**src/rtl/ascii_hex_parser.sv**
```systemverilog
// ascii_hex_parser
// Assembles a stream of ASCII hex characters into an NBYTES*8-bit binary word.
// The last digit received lands in out_data[3:0]. A word is emitted when
// NBYTES*2 digits have arrived, or earlier on a delimiter (CR, LF, space), in
// which case it is right-justified and zero-extended. An illegal character
// pulses err once and drops input until the next delimiter.

module ascii_hex_parser #(
    parameter int NBYTES = 2
) (
    input  logic                  clk,
    input  logic                  rst,
    input  logic [7:0]            in_data,
    input  logic                  in_valid,
    output logic                  in_ready,
    output logic [NBYTES*8-1:0]   out_data,
    output logic                  out_valid,
    input  logic                  out_ready,
    output logic                  err
);

    localparam int W    = NBYTES * 8;
    localparam int NDIG = NBYTES * 2;
    localparam int CW   = $clog2(NDIG + 1);

    localparam logic [CW-1:0] FULL_COUNT = CW'(NDIG);
    localparam logic [CW-1:0] ONE        = CW'(1);

    typedef enum logic [1:0] {
        COLLECT = 2'd0,
        DISCARD = 2'd1,
        OUTPUT  = 2'd2
    } state_t;

    typedef enum logic [1:0] {
        CH_DIGIT   = 2'd0,
        CH_DELIM   = 2'd1,
        CH_ILLEGAL = 2'd2
    } char_class_t;

    // Sort an incoming character into digit / delimiter / illegal.
    function automatic char_class_t classify(input logic [7:0] c);
        if ((c >= 8'h30 && c <= 8'h39) ||
            (c >= 8'h41 && c <= 8'h46) ||
            (c >= 8'h61 && c <= 8'h66)) begin
            return CH_DIGIT;
        end else if (c == 8'h0D || c == 8'h0A || c == 8'h20) begin
            return CH_DELIM;
        end else begin
            return CH_ILLEGAL;
        end
    endfunction

    // Nibble value of a hex digit. For letters the low four bits run 1..6 in
    // both cases, so adding 9 yields A..F without a case split.
    function automatic logic [3:0] nibble_of(input logic [7:0] c);
        if (c <= 8'h39) begin
            return c[3:0];
        end else begin
            return c[3:0] + 4'd9;
        end
    endfunction

    state_t          state, state_d;
    logic [W-1:0]    acc, acc_d;
    logic [CW-1:0]   count, count_d;
    logic [W-1:0]    out_data_d;
    logic            out_valid_d;
    logic            err_d;

    char_class_t     cls;
    logic [3:0]      nibble;
    logic [W-1:0]    acc_shift;
    logic [CW-1:0]   count_inc;
    logic            accept;

    assign cls       = classify(in_data);
    assign nibble    = nibble_of(in_data);
    assign acc_shift = {acc[W-5:0], nibble};
    assign count_inc = count + ONE;
    assign accept    = in_valid && in_ready;

    // State and datapath registers with synchronous reset.
    // NOTE: sequential state uses non-blocking assignments so every register
    // samples the pre-edge values regardless of statement order.
    always_ff @(posedge clk) begin
        if (rst) begin
            state     <= COLLECT;
            acc       <= '0;
            count     <= '0;
            out_data  <= '0;
            out_valid <= 1'b0;
            err       <= 1'b0;
        end else begin
            state     <= state_d;
            acc       <= acc_d;
            count     <= count_d;
            out_data  <= out_data_d;
            out_valid <= out_valid_d;
            err       <= err_d;
        end
    end

    // Next-state and next-datapath decision for each accepted character.
    // NOTE: every target gets a hold/default value first so no path through
    // the case statement leaves one unassigned, which would infer a latch.
    always_comb begin
        state_d     = state;
        acc_d       = acc;
        count_d     = count;
        out_data_d  = out_data;
        out_valid_d = out_valid;
        err_d       = 1'b0;

        case (state)
            COLLECT: begin
                if (accept) begin
                    case (cls)
                        CH_DIGIT: begin
                            if (count_inc == FULL_COUNT) begin
                                out_data_d  = acc_shift;
                                out_valid_d = 1'b1;
                                acc_d       = '0;
                                count_d     = '0;
                                state_d     = OUTPUT;
                            end else begin
                                acc_d   = acc_shift;
                                count_d = count_inc;
                            end
                        end
                        CH_DELIM: begin
                            // A delimiter with no pending digits is ignored.
                            if (count != '0) begin
                                out_data_d  = acc;
                                out_valid_d = 1'b1;
                                acc_d       = '0;
                                count_d     = '0;
                                state_d     = OUTPUT;
                            end
                        end
                        default: begin
                            err_d   = 1'b1;
                            acc_d   = '0;
                            count_d = '0;
                            state_d = DISCARD;
                        end
                    endcase
                end
            end

            DISCARD: begin
                // acc and count were cleared on entry; only a delimiter
                // ends the discard run, and it produces no word.
                if (accept && cls == CH_DELIM) begin
                    state_d = COLLECT;
                end
            end

            OUTPUT: begin
                if (out_ready) begin
                    out_valid_d = 1'b0;
                    state_d     = COLLECT;
                end
            end

            default: begin
                state_d = COLLECT;
            end
        endcase
    end

    // Input backpressure: closed while a word waits for its consumer.
    always_comb begin
        in_ready = !rst && (state != OUTPUT);
    end

endmodule

```
**config.mk**
```make
export PLATFORM = sky130hd
export DESIGN_NAME = ascii_hex_parser
export DESIGN_NICKNAME = d
export VERILOG_FILES = /design/src/rtl/ascii_hex_parser.sv
export SDC_FILE = /design/constraint.sdc
export NUM_CORES = 1
export LEC_CHECK = 0
export CAP_MARGIN = 20
export CORE_MARGIN = 1.5
export CORE_UTILIZATION = 45
export DETAILED_ROUTE_END_ITERATION = 8
export GPL_ROUTABILITY_DRIVEN = 1
export GPL_TIMING_DRIVEN = 0
export HOLD_SLACK_MARGIN = 0.03
export PLACE_DENSITY_LB_ADDON = 0.3
export SLEW_MARGIN = 20
export SYNTH_ARGS = -nofsm -noshare
export SYNTH_HDL_FRONTEND = slang
export SYNTH_SLANG_ARGS = --single-unit
```
**constraint.sdc**
```tcl
create_clock -name clk -period 7.9 [get_ports clk]
set_input_delay 1.58 -clock clk [delete_from_list [all_inputs] [get_ports clk]]
set_output_delay 1.58 -clock clk [all_outputs]
set_load 0.01 [all_outputs]
```
After elaboration in Yosys (flattened, before gate mapping)
Cells that the tools add are included.

storage, ports and cells
  bits in registers = 39
  output and inout port bits = 19
  word-level logic and storage cells = 80

cells by class
  add/subtract/negate cells = 2
  magnitude comparators = 6
  equality and inequality tests = 16
  muxes and demuxes = 26
  bitwise operators = 2
  reduce and logical (&&, ||, !) cells = 22

operators by type and width
  cell                                                                                 count
  16-bit 2-to-1 mux                                                                    4
  16-bit one-hot mux with 2 select lines                                               2
  8-bit by 4-bit == test with 1-bit output, second input constant                      2
  8-bit by 7-bit greater-or-equal comparator with 1-bit output, second input constant  2
  8-bit by 7-bit <= comparator with 1-bit output, second input constant                2
  2-bit 2-to-1 mux                                                                     7
  2-bit inequality test, second input constant                                         6
  5-bit AND reduction                                                                  2
  8-bit by 6-bit == test with 1-bit output, second input constant                      1
  8-bit by 6-bit greater-or-equal comparator with 1-bit output, second input constant  1
  8-bit by 6-bit <= comparator with 1-bit output, second input constant                1
  1-bit logical AND                                                                    6
  3-bit 2-to-1 mux                                                                     2
  3-bit inequality test, second input constant                                         2
  2-bit one-hot mux with 3 select lines                                                1
  3-bit one-hot mux with 2 select lines                                                1
  6-bit AND reduction                                                                  1
  1-bit 2-to-1 mux                                                                     5
  4-bit adder, second input constant                                                   1
  2-bit by 1-bit == test with 1-bit output, second input constant                      2
  2-bit zero test                                                                      2
  1-bit logical OR                                                                     4
  4-bit 2-to-1 mux                                                                     1
  1-bit one-hot mux with 2 select lines                                                2
  12 further kinds                                                                     14

Longest topological paths before layout
  depth after elaboration = 9
  gate-level depth with buffers = 9
  depth with buffers taken out = 7

Worst setup path before layout
Ideal clock, no wire load.

  kind = input -> output
  from = input rst
  to = output in_ready
  arrival time = 2.198 ns
  data required time = 6.320 ns
  path slack = 4.122 ns
  stages = 3
  path buffers = 2
  cells stage by stage = clkbuf_1 clkbuf_1 a21oi_1

on the way
  word-level cells in the longest chain between the ends = 2

ends and longest elaborated chain
  element            line  source
  start, declared    12    input logic rst,
  1-bit zero test    174   in_ready = !rst && (state != OUTPUT);
  1-bit logical AND  174
  end, declared      15    output logic in_ready,

No other way between the ends.

Worst setup path after layout
Same ends and word-level chain as after synthesis.

==> reports/qor.csv <==
metric,value,unit
Ant. Diodes,0,
initial antenna violation count,0,
worst slew pin tran,0.833,ns
post-synthesis cell count,251,
met2 WL,2380,µm
wire per inst,14.6,µm
fmax,0.226,GHz
PwrDens,148,mW/mm²
CTS root buffer,clkbuf_8,
"Clk Latency, worst-skew pair",0.29,ns
worst hold path class,flop to flop,
global route total overflow,0,
# Post-CTS Setup Buffers,0,
initial core utilization,46.6,%
Startpoint Class,input port,
Final min period,4.43,ns
Die Area,0.00529,mm²
DRT Wirelength,4990,µm
Overall Global Routing Usage,20.6,%
Die Y,72.7,µm
average instance area after synthesis,8.71,µm²
IO Count,31,
core area,0.00469,mm²
Clock Tree Buf Depth,2,
CTS Sinks,39,
cell area after synthesis,0.00219,mm²
Final Core Density,55.8,%
Final Worst Setup Slack,3.47,ns
critical-path maximum fanout,10,
"Async S/R FF share, synth",0,%
met3 routed WL,303,µm
P&R area growth vs syn,19.6,%
residual DRC count,0,
Met1 Routed Length,2270,µm
Max Slew Vio Count,0,
Max Cap Viol,0,
worst vdd ir,98.9,µV
row count,25,
first-pass GRT wire length,8450,µm
vias in the first global route,1761,
Ys Warns,0,
DRT antenna net count,0,
Die X,72.7,µm
GPL Wtd Cong,0.826,
CP Capture Type,primary output,
layout cells sized above 1,11.1,%
CTS tree,done,
static leakage,0.917,nW
Critical Path AT,2.85,ns
fin crit share,56.1,%
Post-CTS Resized,0,
# hold bufs at CTS,0,
dpl hpwl,3600,µm
via count,1948,
TritonCTS buffer count,5,
Unique masters post-synth,48,
critical path type,input port to primary output,
H-tree Lvls,2,
max_slew headroom,44.3,%
Final TNS setup,0,ns
register area share after synthesis,35.7,%
"CTS clk-pin slew, worst paths",0.07,ns
Final Hold Viols,0,
Top Metal Used,met4,
Vias/cell,5.71,
Iter 0 DRT Violations,133,
Overall Power,0.000388,W
number of synthesized flops with an enable pin,0,
"FF+latch count, synth",39,
"worst slack, placed",3.43,ns
I/O Buffers,28,
status,finished clean,
RSZ-0062 raised after global routing,false,
"Top FF cell, synth",dfxtp_1,
Worst EP required,6.32,ns
Pre-antenna DRT Iters,4,
Post-Syn Nets,271,
Final setup viols,0,
final net count,306,
largest net degree at the start of global routing,12,
final setup skew,0.00611,ns
[kinds of logic (layout without fill, tap and decap cells)]
kind of cell             after synthesis  count (layout)  synth area share [%]
buffers and inverters                 27              63                  6.12
AND/OR/NAND/NOR                       92              92                  20.4
AO/OA/AOI/OAI                         62              62                  22.7
flip-flops                            39              39                  35.7
XOR/XNOR                               2               2                 0.801
adder cells (fa/ha/maj)                8               8                  4.58
multiplexers                          21              21                  9.73
[cells in the final DEF, fill, tap and decap left out, types with 3 or more instances in the layout]
| master | Yosys | final |
|---|---|---|
| a21oi_1 | 27 | 27 |
| buf_6 | 3 | 3 |
| a2111oi_2 | 10 | 10 |
| nand3_1 | 19 | 19 |
| a2111oi_0 | 3 | 3 |
| clkbuf_1 | 9 | 11 |
| ha_1 | 8 | 8 |
| mux2i_1 | 19 | 19 |
| nor3_1 | 16 | 16 |
| nor2_1 | 16 | 16 |
| dfxtp_1 | 39 | 39 |
| inv_1 | 11 | 11 |
| nand2_1 | 27 | 27 |
| clkdlybuf4s50_1 | 0 | 28 |
| clkbuf_8 | 0 | 5 |
[report_power, final]
group / internal [W] / switching [W] / leakage, nW
logic: 0.0000222 / 0.0000331 / 0.560
registers: 0.000199 / 0.00000230 / 0.315
clock network: 0.0000620 / 0.0000692 / 0.0422
[routing by layer]
metal / track usage [%] / vias up
met4: 7.55 / 0
met5: 0 / -
met1: 28.3 / 909
met2: 32.7 / 50
met3: 3.31 / 5
li1: - / 984
[state kept, by name, indices dropped and copies added, names as in the netlist]
signal     flops
acc           16
out_data      16
count          3
state          2
err            1
out_valid      1
[cell type report]
cell class	instances	area, µm²
Clock buffer	7	76.3
Timing Repair Buffer	28	280
Clock inverter	1	5.00
Tap cell	54	67.6
Fill cell	436	2080
Multi-Input combinational cell	185	1270
Sequential cell	39	781
Buffer	16	92.6
Inverter	11	41.3
[worst paths after layout]
path	start	endpoint	slack, ns	cells after the start
setup / recovery	rst	in_ready	3.47	4
hold / removal	acc[12]	acc[12]	0.46	2
setup reg to reg	count[0]	acc[14]	5.58	7
hold reg to reg	acc[12]	acc[12]	0.46	2
[stage by stage]
stage | instances | cell area (µm²) | hold WS (ns)
after floorplan | 251 | 2190 | 0.431
after detailed placement | 333 | 2530 | 0.445
final | 341 | 2620 | 0.456
after CTS | 341 | 2620 | 0.456
after global placement | 333 | 2530 | 0.438
after global routing | 341 | 2620 | 0.487
[synthesized netlist by cell type (2+ instances only)]
cell type,instances,area [µm²]
a211o_1,2,17.5
ha_1,8,100
nor2_1,16,60.1
buf_4,2,15.0
dfxtp_1,39,781
nor3_1,16,80.1
mux2_2,2,22.5
inv_1,11,41.3
a21oi_1,27,135
nand2b_1,2,12.5
a2111oi_0,3,26.3
buf_6,3,33.8
o21ai_0,2,10.0
a2111oi_2,10,150
and3_1,2,12.5
mux2i_1,19,190
or2_2,2,12.5
o211a_1,2,20.0
nand3_1,19,95.1
clkbuf_1,9,33.8
nand2_1,27,101
buf_2,2,10.0
[worst max-delay path, stage by stage]
cell and delay, ns:
clkbuf_1 0.26, clkbuf_1 0.42, a21oi_1 0.09, clkdlybuf4s50_1 0.50
Note: power is estimated with default switching activity, not from simulation.
